===== config.mk =====
export PLATFORM = sky130hd
export DESIGN_NAME = vend_change_dispenser_flat
export DESIGN_NICKNAME = d
export VERILOG_FILES = /design/src/rtl/vend_change_dispenser_if.sv /design/src/rtl/vend_change_dispenser.sv /design/src/flat_wrapper.sv
export SDC_FILE = /design/constraint.sdc
export NUM_CORES = 1
export LEC_CHECK = 0
export BUFFER_PORTS_ARGS = -buffer_cell sky130_fd_sc_hd__buf_2
export CAP_MARGIN = 20
export CORE_MARGIN = 3
export CORE_UTILIZATION = 50
export CTS_CLUSTER_DIAMETER = 200
export CTS_CLUSTER_SIZE = 20
export DETAILED_ROUTE_END_ITERATION = 12
export GPL_ROUTABILITY_DRIVEN = 0
export HOLD_SLACK_MARGIN = 0.15
export PLACE_DENSITY = 0.71
export SYNTH_ARGS = -nofsm -noshare
export SYNTH_HDL_FRONTEND = slang
export SYNTH_SLANG_ARGS = --single-unit
export TNS_END_PERCENT = 5

===== constraint.sdc =====
create_clock -name clk -period 4.2 [get_ports clk]
set_input_delay 0.42 -clock clk [delete_from_list [all_inputs] [get_ports clk]]
set_output_delay 0.42 -clock clk [all_outputs]
set_load 0.1 [all_outputs]

===== src/rtl/vend_change_dispenser_if.sv =====
// Change-return bus: request from the vend controller, coin handshake to the hopper, result flags.
// master drives requests and coin_ack; slave (the dispenser) drives the coin and status outputs.
interface vend_change_dispenser_if #(
    parameter int AMT_W = 8
);
    logic             start;
    logic [AMT_W-1:0] credit;
    logic [AMT_W-1:0] price;
    logic [2:0]       empty;
    logic             coin_ack;
    logic             coin_valid;
    logic [1:0]       coin_out;
    logic             busy;
    logic             done;
    logic [AMT_W-1:0] paid;
    logic             short;
    logic             fault;
    logic             bad_req;

    modport master (
        output start, credit, price, empty, coin_ack,
        input  coin_valid, coin_out, busy, done, paid, short, fault, bad_req
    );

    modport slave (
        input  start, credit, price, empty, coin_ack,
        output coin_valid, coin_out, busy, done, paid, short, fault, bad_req
    );
endinterface


===== src/rtl/vend_change_dispenser.sv =====
// Pays (credit - price) as greedy 100/50/25c coins; first coin_valid two edges after start, >=2 cycles per coin.
// Each coin is held until coin_ack or ACK_TIMEOUT cycles; a timeout ends the request with fault+short.
module vend_change_dispenser #(
    parameter int ACK_TIMEOUT = 1280,
    parameter int AMT_W       = 8
) (
    input  logic                    clk,
    input  logic                    reset,
    vend_change_dispenser_if.slave  bus
);
    localparam int TW = (ACK_TIMEOUT > 1) ? $clog2(ACK_TIMEOUT) : 1;
    localparam logic [AMT_W-1:0] V25  = AMT_W'(25);
    localparam logic [AMT_W-1:0] V50  = AMT_W'(50);
    localparam logic [AMT_W-1:0] V100 = AMT_W'(100);
    localparam logic [1:0] C25  = 2'b00;
    localparam logic [1:0] C50  = 2'b01;
    localparam logic [1:0] C100 = 2'b10;
    localparam logic [1:0] NONE = 2'b11;

    typedef enum logic [1:0] {IDLE, CALC, ISSUE, DONE} state_t;

    state_t           state, state_nxt;
    logic [AMT_W-1:0] rem, paid_q, issue_val;
    logic [TW-1:0]    timer;
    logic             coin_valid_q, short_q, fault_q, bad_q;
    logic [1:0]       coin_q, pick_code;
    logic             pick_ok, timed_out, req_bad;

    assign req_bad   = (bus.credit < bus.price);
    assign timed_out = (timer == TW'(ACK_TIMEOUT - 1));

    // Largest coin that fits the remainder and whose hopper is not empty.
    always_comb begin
        pick_ok   = 1'b1;
        pick_code = NONE;
        if (rem >= V100 && !bus.empty[2])     pick_code = C100;
        else if (rem >= V50 && !bus.empty[1]) pick_code = C50;
        else if (rem >= V25 && !bus.empty[0]) pick_code = C25;
        else                                  pick_ok   = 1'b0;
    end

    always_comb begin
        case (coin_q)
            C25:     issue_val = V25;
            C50:     issue_val = V50;
            C100:    issue_val = V100;
            default: issue_val = '0;
        endcase
    end

    always_ff @(posedge clk) begin
        if (reset) state <= IDLE;
        else       state <= state_nxt;
    end

    always_comb begin
        state_nxt = state;
        case (state)
            IDLE:    if (bus.start) state_nxt = req_bad ? DONE : CALC;
            CALC:    state_nxt = pick_ok ? ISSUE : DONE;
            ISSUE:   if (bus.coin_ack) state_nxt = CALC;
                     else if (timed_out) state_nxt = DONE;
            DONE:    state_nxt = IDLE;
            default: state_nxt = IDLE;
        endcase
    end

    always_ff @(posedge clk) begin
        if (reset) begin
            rem          <= '0;
            paid_q       <= '0;
            timer        <= '0;
            coin_valid_q <= 1'b0;
            coin_q       <= NONE;
            short_q      <= 1'b0;
            fault_q      <= 1'b0;
            bad_q        <= 1'b0;
        end else begin
            case (state)
                IDLE: if (bus.start) begin
                    paid_q <= '0;
                    bad_q  <= req_bad;
                    if (!req_bad) rem <= bus.credit - bus.price;
                end
                CALC: begin
                    if (pick_ok) begin
                        coin_q       <= pick_code;
                        coin_valid_q <= 1'b1;
                        timer        <= '0;
                    end else if (rem != '0) begin
                        short_q <= 1'b1;
                    end
                end
                // An ack on the timeout edge still counts the coin.
                ISSUE: begin
                    if (bus.coin_ack) begin
                        rem          <= rem - issue_val;
                        paid_q       <= paid_q + issue_val;
                        coin_valid_q <= 1'b0;
                        coin_q       <= NONE;
                    end else if (timed_out) begin
                        coin_valid_q <= 1'b0;
                        coin_q       <= NONE;
                        fault_q      <= 1'b1;
                        short_q      <= 1'b1;
                    end else begin
                        timer <= timer + 1'b1;
                    end
                end
                DONE: begin
                    short_q <= 1'b0;
                    fault_q <= 1'b0;
                    bad_q   <= 1'b0;
                end
                default: ;
            endcase
        end
    end

    always_comb begin
        bus.busy       = (state != IDLE);
        bus.done       = (state == DONE);
        bus.short      = short_q & (state == DONE);
        bus.fault      = fault_q & (state == DONE);
        bus.bad_req    = bad_q   & (state == DONE);
        bus.paid       = paid_q;
        bus.coin_valid = coin_valid_q;
        bus.coin_out   = coin_q;
    end
endmodule

===== src/flat_wrapper.sv =====
// flat-port wrapper written by rule: the top's interface ports become plain ports
module vend_change_dispenser_flat 
#(
    parameter int ACK_TIMEOUT = 1280,
    parameter int AMT_W       = 8
)
  (clk, reset, bus_start, bus_credit, bus_price, bus_empty, bus_coin_ack, bus_coin_valid, bus_coin_out, bus_busy, bus_done, bus_paid, bus_short, bus_fault, bus_bad_req);
  vend_change_dispenser_if #(.AMT_W(AMT_W)) bus_i ();
  input  logic clk;
  input  logic reset;
  input wire logic [$bits(bus_i.start)-1:0] bus_start;
  input wire logic [$bits(bus_i.credit)-1:0] bus_credit;
  input wire logic [$bits(bus_i.price)-1:0] bus_price;
  input wire logic [$bits(bus_i.empty)-1:0] bus_empty;
  input wire logic [$bits(bus_i.coin_ack)-1:0] bus_coin_ack;
  output wire logic [$bits(bus_i.coin_valid)-1:0] bus_coin_valid;
  output wire logic [$bits(bus_i.coin_out)-1:0] bus_coin_out;
  output wire logic [$bits(bus_i.busy)-1:0] bus_busy;
  output wire logic [$bits(bus_i.done)-1:0] bus_done;
  output wire logic [$bits(bus_i.paid)-1:0] bus_paid;
  output wire logic [$bits(bus_i.short)-1:0] bus_short;
  output wire logic [$bits(bus_i.fault)-1:0] bus_fault;
  output wire logic [$bits(bus_i.bad_req)-1:0] bus_bad_req;
  assign bus_i.start = bus_start;
  assign bus_i.credit = bus_credit;
  assign bus_i.price = bus_price;
  assign bus_i.empty = bus_empty;
  assign bus_i.coin_ack = bus_coin_ack;
  assign bus_coin_valid = bus_i.coin_valid;
  assign bus_coin_out = bus_i.coin_out;
  assign bus_busy = bus_i.busy;
  assign bus_done = bus_i.done;
  assign bus_paid = bus_i.paid;
  assign bus_short = bus_i.short;
  assign bus_fault = bus_i.fault;
  assign bus_bad_req = bus_i.bad_req;
  vend_change_dispenser #(.ACK_TIMEOUT(ACK_TIMEOUT), .AMT_W(AMT_W)) u_core (.clk(clk), .reset(reset), .bus(bus_i));
endmodule

---- Word-level counts from Yosys, hierarchy flattened ----
Index checks and enable logic that the tools add are counted.
Widths: inputs -> output; s select.
cells by class
  reduce and logical (&&, ||, !) cells .... 23
  mux-type cells .......................... 39
  order comparisons ....................... 4
  bitwise logic cells ..................... 3
  add/subtract/negate cells ............... 4
  eq/ne operators ......................... 16
operator list
  kind                   count
  $mux 8                 5
  $mux 11                3
  $pmux 8 s2             2
  $pmux 11 s2            1
  $pmux 7 s3             1
  $mux 2                 9
  $mux 1                 12
  $ne 2x2->1 const B     6
  $add 11x1->11 const B  1
  $eq 11x11->1 const B   1
  $reduce_bool 2->1      5
  $reduce_and 3->1       3
  $add 8x7->8            1
  $ge 8x5->1 const B     1
  $ge 8x6->1 const B     1
  $ge 8x7->1 const B     1
  $lt 8x8->1             1
  $pmux 2 s4             1
  $reduce_and 4->1       2
  $reduce_bool 8->1      1
  $sub 8x7->8            1
  $sub 8x8->8            1
  $eq 2x2->1 const B     3
  $ne 2x1->1 const B     3
  12 further kinds       23
word-level totals
  output and inout port bits .............. 16
  input port bits ......................... 23
  flip-flop bits (word level) ............. 35

---- Logic depth before layout (Yosys ltp) ----
Gate-level depths: netlist of run 1.
  depth in word-level cells ............... 7
  gate-level depth with buffers ........... 11
  depth with buffers taken out ............ 11

---- Worst setup path before layout of run 1 ----
No wires, ideal clock.
  kind .................................... reg2reg
  start point ............................. register u_core.coin_q[1], in the netlist u_core.bus.coin_out[1]
  end point ............................... register u_core.paid_q[7], in the netlist u_core.bus.paid[7]
  arrival ................................. 3.050 ns
  library setup time ...................... 0.095 ns
  path buffers ............................ 0
  stages on the path, launching flop included .. 10
  slack ................................... 1.055 ns
  data required time ...................... 4.105 ns
  clock period less this slack ............ 3.145 ns
  cells stage by stage .................... dfxtp_1 inv_1 ha_1 ha_1 a21o_1 a21o_1 a2111oi_0 o41a_1 or3_1 a221oi_1
between the ends
  cells in the longest elaborated chain, start to end .. 5
RTL lines
  item                                      RTL line                     RTL
  start, declared                           vend_change_dispenser.sv:26  logic [1:0] coin_q, pick_code;
  start signal, assigned                    vend_change_dispenser.sv:87  coin_q <= pick_code;
  $eq 2x2->1, or another cell as far along  vend_change_dispenser.sv:43  case (coin_q)
  $pmux 7 s3 *                              vend_change_dispenser.sv:43
  $add 8x7->8 *                             vend_change_dispenser.sv:98  paid_q <= paid_q + issue_val;
  $mux 8 *                                  vend_change_dispenser.sv:96  if (bus.coin_ack) begin
  $pmux 8 s2 *                              vend_change_dispenser.sv:79  case (state)
  end signal, assigned                      vend_change_dispenser.sv:98
  end, declared                             vend_change_dispenser.sv:23  logic [AMT_W-1:0] rem, paid_q, issue_val;
Mark *: on every way between the ends. The rest lies on a longest branch, timed or not. The select of a mux whose other input is x is not followed.
A chain may end at the register's enable or synchronous reset.

---- Worst setup path in the final report of run 1 ----
  start point ............................. register u_core.state[1]
  end point ............................... register u_core.timer[6]
between the ends
  cells in the longest elaborated chain, start to end .. 3
RTL lines
  item                                                RTL line                      RTL
  start, declared                                     vend_change_dispenser.sv:22   state_t state, state_nxt;
  start signal, assigned                              vend_change_dispenser.sv:53   else state <= state_nxt;
  $eq 2x2->1 or $eq 2x1->1 (tied branches)            vend_change_dispenser.sv:79
  $ne 2x2->1 (no line), or another cell as far along  -
  $reduce_and 4->1 (no line)                          -
  end signal, assigned                                vend_change_dispenser.sv:107  timer <= timer + 1'b1;
  end, declared                                       vend_change_dispenser.sv:24   logic [TW-1:0] timer;
Several ways; a longest one is shown, not always the timed one.

==> metrics.md, run 1 <==
| Metric | Value |
|---|---|
| Synth Register Bits | 35 |
| Commonest non-fill, non-tap cell in the layout | nor2_1 |
| Net Sw Frac | between 40% and 50% |
| GRT Total Usage | 20.6% |
| Fin crit share | 64.0% |
| First-pass GRT wire length | roughly 10000 um |
| Combinational power share | between 30% and 40% |
| Core area | between 4000 and 5000 um2 |
| Nets | ~420 |
| TritonCTS Buffers | 5 |
| Part of the power in registers | 37.3% |
| Antenna violations before repair | 0 |
| # hold bufs at CTS | 0 |
| Leak pwr | 0.00131 uW |
| Number of placed cells counting well taps | ~430 |
| Routed Antenna Nets | 0 |
| Drt wl/cell | ~14 um |
| DRC | 0 |
| Main flop type after synthesis | dfxtp_1 |
| CP Capture Type | flip-flop |
| Slew margin rel. | between 30 and 40% |
| Clock sinks | 35 |
| Die Y-Extent | between 70 and 80 um |
| DP HPWL | approximately 4500 um |
| Routed WL | ~6000 um |
| Hold Path Cell Cnt | 2 |
| Mapped cell area | 2670 um2 |
| Post-CTS Resized | 0 |
| CP Class | flip-flop to flip-flop |
| # Post-CTS Setup Buffers | 0 |
| Seq/Total Area, Yosys | 26.3% |
| Synthesized area per cell | about 8 um2 |
| Post-Layout Inst Area | about 3000 um2 |
| DIE AREA | ~6200 um2 |
| Area grow syn2layout | 12.4% |
| Vias in the first global route | 2262 |
| Synth unique cells | 60 |
| Clock root buffer | clkbuf_8 |
| Fin. Hold Viols | 0 |
| Syn Inst Count | 332 |
| IO Port Bufs | 38 |
| Final min period | 2690 ps |
| Via/cell ratio | 5.80 |
| Max-slew violation count | 0 |
| Finish-stage setup viols | 0 |
| Post-synth EDFFs | 0 |
| Clock power share | 24.6% |
| Hold Path Class | input pin to flip-flop |
| FMAX | between 300 and 400 MHz |
| Overall power | ~1000 uW |
| FFs w/ async S/R, synth | 0% |
| Vias post-DR | about 2500 |
| Worst-Margin Slew | 1040 ps |
| Die W | a little under 80 um |
| Worst-skew pair later-pin latency | a little under 300 ps |
| Maxcap violations | 0 |
| Mux contribution to synthesized area | 1.88% |
| Worst Skew | 2.61 ps |
| Longest Clk Path Bufs | 2 |
| Adder-Cell Fraction of Synth Area | between 10% and 20% |
| Compound-Gate Fraction of Synth Area | a little over a quarter |
| Fin cells | ~440 |
| Cell Pwr Density | 349 nW/um2 |
| Clock Pin Slew Worst Setup and Hold Paths | around 80 ps |
| Layout cells sized above 1 | between 10% and 20% |
| Largest family of logic cells by synthesized area | compound AO/OA/AOI/OAI gates |
| Initial Utilization | roughly 54% |
| Most frequent cells in the layout | 42 x nor2_1, 38 x buf_2, 35 x dfxtp_1 |
| # rows | 25 |
| Int Power | 621 uW |
| Ant diodes | 0 |
| Arrival @ worst endpoint | 2840 ps |
| Total I/O pin count | 39 |
| DR iter-0 viols | ~160 |
| Placed inst area | a little under 3000 um2 |
| Pin count of the biggest net entering global routing | just over 40 |
| Critical-path maximum fanout | 16 |
| Worst r2r path cells | 5 |
| Switch Pwr | roughly 420 uW |
| Setup_tns | 0 ps |
| Status | complete, no violations |
| CTS tree | done |
| RSZ-0062 raised after global routing | no |
| VDD IR-drop max | approximately 0.00018 V |
| Worst path required time | between 4000 and 5000 ps |
| Global route total overflow | 0 |
| Yosys warns | 0 |
| Post-Synth Simple-Gate Area | 22.3% |
| Place WS | 1550 ps |
| Crit start category | flip-flop |
| Synth Area in XOR/XNOR | under 10% |
| Final worst slack | about 1500 ps |
| Max H-tree Level | 2 |
| Syn_nets | between 300 and 400 |
| Detailed Routing Iterations Pass 1 | 4 |
synthesized netlist by cell type (2+ instances only):
master	number	area, um2
xor2_1	2	17.5
dfxtp_1	35	701
a21oi_1	27	135
a41oi_1	2	17.5
nand3b_1	2	15.0
mux2i_1	5	50.1
clkbuf_1	6	22.5
a311oi_1	4	35.0
a31oi_1	4	25.0
nor4_1	2	12.5
a311o_1	2	20.0
nor2b_1	5	31.3
o31a_1	4	35.0
o211ai_1	2	15.0
nor2_1	42	158
o21a_1	8	60.1
ha_1	28	350
fa_1	3	60.1
nand2b_1	9	56.3
a211oi_1	7	52.6
o21ai_0	15	75.1
inv_1	26	97.6
nand2_1	13	48.8
o31ai_1	4	30.0
a21o_1	5	37.5
nand3_1	3	15.0
xnor2_1	4	35.0
nor3_1	15	75.1
buf_2	4	20.0
and3_1	8	50.1
o311ai_0	3	26.3
or3_1	4	25.0
o22a_1	2	17.5
power groups by stage:
stage	logic (uW)	clock network (uW)	registers [uW]
5_1_grt	449	280	394
3_5_place_dp	397	0	396
3_3_place_gp	391	0	395
6_report	399	257	390
4_1_cts	400	263	388
2_1_floorplan	297	0	409
critical path: stages, from the launching register on:
cell and delay, ps:
dfxtp_1 610, nand2b_1 450, a311oi_2 1010, nor2_2 180, o21ai_0 210, a21oi_1 80
sequential cells by signal (all words and copies together), names as in the netlist:
| signal | flops |
|---|---|
| u_core.bus.paid | 8 |
| u_core.timer | 11 |
| u_core.bus.coin_valid | 1 |
| u_core.fault_q | 1 |
| u_core.state | 2 |
| u_core.bus.coin_out | 2 |
| u_core.short_q | 1 |
| u_core.bad_q | 1 |
| u_core.rem | 8 |
final timing paths:
path | slack [ps] | to | from
setup reg to reg | 1510 | u_core.timer[6] | u_core.state[1]
setup / recovery | 1510 | u_core.timer[6] | u_core.state[1]
hold / removal | 420 | u_core.bus.paid[7] | bus_start
hold reg to reg | 460 | u_core.short_q | u_core.short_q
kinds of logic (layout without fill, tap and decap cells):
family                     after synthesis  in the layout
muxes                                    5              5
adders and majority gates               31             31
DFF                                     35             35
and+or+nand+nor                        116            116
xor gates and xnor gates                 6              6
AOI/OAI and AO/OA                      102            102
buffers and inverters                   37             74
metal layers:
layer	track usage, %	part of all wire, %	wire (um)	up-vias
met4	6.36	1.3	80	0
met1	27.5	49	2990	1170
met5	0	0	0	-
li1	-	-	-	1294
met2	33.2	45	2730	56
met3	4.42	4.6	278	9
stage by stage:
step | utilization, % | hold slack, ps
2_1_floorplan | - | 417
6_report | 60.6 | 421
5_1_grt | 60.6 | 415
4_1_cts | 60.6 | 412
3_3_place_gp | 58.8 | 434
3_5_place_dp | 58.8 | 444
layout make-up:
type / count / area [um2]
fillers: 483 / 1950
clock inverters: 3 / 23.8
repair buffers: 40 / 205
multi-input cells: 260 / 1820
well taps: 67 / 83.8
clock buffers: 5 / 68.8
inverters: 26 / 97.6
flip-flops and latches: 35 / 701
(Power assumes the default switching activity.)
==> run 2: changes to the inputs <==
clock period = 2.5 ns   (was 4.2 ns; I/O delays follow)
==> run 2 against run 1 <==
Against the previous run: sequential cell count did not move; count of clock-buffer cells in the layout unchanged; worst setup slack got worse by 1400 ps; power increased by 71%; design area grew 3.6%; global-route usage up 0.28 points; sequential power increased by 66%; sequential share of layout area down 0.54 points; critical path type unchanged.
==> metrics.md, run 2 (synthesized netlist as in run 1, its figures left out) <==
| Metric | Value |
|---|---|
| Largest register FFs | 11 (unchanged) |
| IO Port Bufs | 38 (unchanged) |
| Die W | 79.0 um (unchanged) |
| DIE AREA | 6240 um2 (unchanged) |
| Via/cell ratio | 5.77 (was 5.80) |
| DP HPWL | 4640 um (was 4500 um) |
| Crit-path max cell delay | 430 ps (was 1010 ps) |
| Max-slew violation count | 0 (unchanged) |
| Arrival @ worst endpoint | 2580 ps (was 2840 ps) |
| Pin count of the biggest net entering global routing | 41 (unchanged) |
| TritonCTS Buffers | 5 (unchanged) |
| Worst r2r path cells | 10 (was 5) |
| Fin. Hold Viols | 0 (unchanged) |
| Net Sw Frac | 40.0% (was 40.6%) |
| Antenna violations before repair | 0 (unchanged) |
| Critical-path maximum fanout | 5 (was 16) |
| Final worst slack | 126 ps (was 1510 ps) |
| # hold bufs at CTS | 0 (unchanged) |
| Largest reg by FF count | u_core.timer (unchanged) |
| Core area | 4940 um2 (unchanged) |
| Min-delay src | bus_start (unchanged) |
| Clock Pin Slew Worst Setup and Hold Paths | 80 ps (about the same) |
| Maxcap violations | 0 (unchanged) |
| CP endpoint | u_core.bus.paid[7] (was u_core.timer[6]) |
| Slew margin rel. | 49.8% (was 30.8%) |
| Layout cells sized above 1 | 19.9% (was 14.9%) |
| Placed inst area | 2960 um2 (was 2900 um2) |
| Overall power | 1790 uW (was 1050 uW) |
| Critical Path Source | u_core.bus.coin_out[0] (was u_core.state[1]) |
| # rows | 25 (unchanged) |
| Post-Layout Inst Area | 3110 um2 (was 3000 um2) |
| Global route total overflow | 0 (unchanged) |
| FMAX | 421 MHz (was 372 MHz) |
| Routed WL | 6300 um (was 6070 um) |
| Die Y-Extent | 79.0 um (unchanged) |
| CP Capture Type | flip-flop (unchanged) |
| Longest Clk Path Bufs | 2 (unchanged) |
| CP max-delay cell | o41a_1 (was a311oi_2) |
| Detailed Routing Iterations Pass 1 | 4 (unchanged) |
| Place WS | 56.9 ps (was 1550 ps) |
| GRT Total Usage | 20.9% (was 20.6%) |
| Fin crit share | 95.0% (was 64.0%) |
| R2R setup slack | 130 ps (was 1510 ps) |
| Status | complete, no violations (unchanged) |
| Crit start category | flip-flop (unchanged) |
| Cell Pwr Density | 577 nW/um2 (was 349 nW/um2) |
| Most frequent cells in the layout | 42 x nor2_1, 38 x buf_2, 32 x dfxtp_1 (was 42 x nor2_1, 38 x buf_2, 35 x dfxtp_1) |
| Switch Pwr | 718 uW (was 425 uW) |
| Routed Antenna Nets | 0 (unchanged) |
| Vias in the first global route | 2244 (was 2262) |
| Total I/O pin count | 39 (unchanged) |
| Worst-Margin Slew | 753 ps (was 1040 ps) |
| Part of the power in registers | 36.1% (was 37.3%) |
| Max H-tree Level | 2 (unchanged) |
| Worst Skew | 7.71 ps (was 2.61 ps) |
| Nets | 429 (was 422) |
| Finish-stage setup viols | 0 (unchanged) |
| Initial Utilization | 53.9% (unchanged) |
| Drt wl/cell | 14.2 um (was 13.9 um) |
| RR Startpoint | u_core.bus.coin_out[0] (was u_core.state[1]) |
| Clock power share | 23.0% (was 24.6%) |
| Hold Path Class | input pin to flip-flop (unchanged) |
| Int Power | 1080 uW (was 621 uW) |
| Vias post-DR | 2557 (was 2529) |
| Area grow syn2layout | 16.5% (was 12.4%) |
| First-pass GRT wire length | 10400 um (about the same) |
| DRC | 0 (unchanged) |
| Final min period | 2370 ps (was 2690 ps) |
| Clock root buffer | clkbuf_8 (unchanged) |
| Critical-path cell list | inv_1, ha_2, nor2_1, or2_2, inv_1, ha_2, a2111oi_2, o41a_1, or3_1, a221oi_2 (was nand2b_1, a311oi_2, nor2_2, o21ai_0, a21oi_1) |
| Clock sinks | 35 (unchanged) |
| VDD IR-drop max | 0.000389 V (was 0.000182 V) |
| Ant diodes | 0 (unchanged) |
| Worst-skew pair later-pin latency | 290 ps (about the same) |
| Combinational power share | 40.9% (was 38.2%) |
| DR iter-0 viols | 134 (was 158) |
| Worst path required time | 2710 ps (was 4350 ps) |
| CTS tree | done (unchanged) |
| RSZ-0062 raised after global routing | yes (was no) |
| Commonest non-fill, non-tap cell in the layout | nor2_1 (unchanged) |
| Worst R2R End | u_core.bus.paid[7] (was u_core.timer[6]) |
| CP Class | flip-flop to flip-flop (unchanged) |
| Leak pwr | 0.00134 uW (was 0.00131 uW) |
[run 2: cell types whose count changed in the layout (fill, tap and decap cells not counted), moves of 2 or more]
cell     previous run  this run
o21ai_0            15        13
ha_2                0         3
ha_1               28        25
buf_4               2         9
o21ai_1             1         3
dfxtp_4             0         2
a21oi_2             0         2
dfxtp_1            35        32
a21oi_1            27        25
[run 2: stage by stage]
| step | utilization [%] | instances | hold WS, ps | setup TNS, ps |
|---|---|---|---|---|
| floorplan | - | 332 | 361 | -158 |
| global placement | 59.8 | 434 | 440 | 0 |
| detailed placement | 59.8 | 434 | 448 | 0 |
| CTS | 61.6 | 442 | 238 | 0 |
| global route | 62.8 | 443 | 230 | -24.4 |
| finish | 62.8 | 443 | 240 | 0 |
[run 2: area by class of cell]
class / count / area (um2)
multi-input cells: 260 / 1870
fillers: 464 / 1840
flip-flops and latches: 35 / 709
repair buffers: 47 / 258
inverters: 26 / 97.6
well taps: 67 / 83.8
clock buffers: 5 / 68.8
clock inverters: 3 / 18.8
[run 2: repair_timing]
action	4_1_cts	5_1_grt
endpoints found under the setup margin	0	10
buffers inserted	0	1
gates resized for setup	0	14
[run 2: power groups by stage]
stage                     Combinational [uW]  Clock, uW  Sequential, uW
after floorplan                          500          0             689
after global placement                   695          0             657
after detailed placement                 702          0             658
after CTS                                706        424             645
after global routing                     816        449             654
final                                    733        413             647
[run 2: critical path: cells and delay by family, from the launching register on]
kind,cells,cell delay [ps]
compound gates,3,720
simple gates,3,650
fa+ha+maj,2,400
flops,1,360
buf+inv,2,160
[run 2: routing by layer]
metal  wire [um]  vias up  track usage [%]
met5           0        -                0
met4          94        0             7.39
met2        3000       65             34.8
met1        2860     1183             26.8
met3         345        7             3.97
li1            -     1302                -
[run 2: how the worst min path moves through the flow]
stage                     cells after the start  slack [ps]            endpoint
final                                         2         240  u_core.bus.paid[7]
after global routing                          2         230  u_core.bus.paid[7]
after CTS                                     2         240  u_core.bus.paid[7]
after detailed placement                      1         450      u_core.fault_q
after global placement                        2         440      u_core.short_q
after floorplan                               1         360  u_core.bus.paid[7]
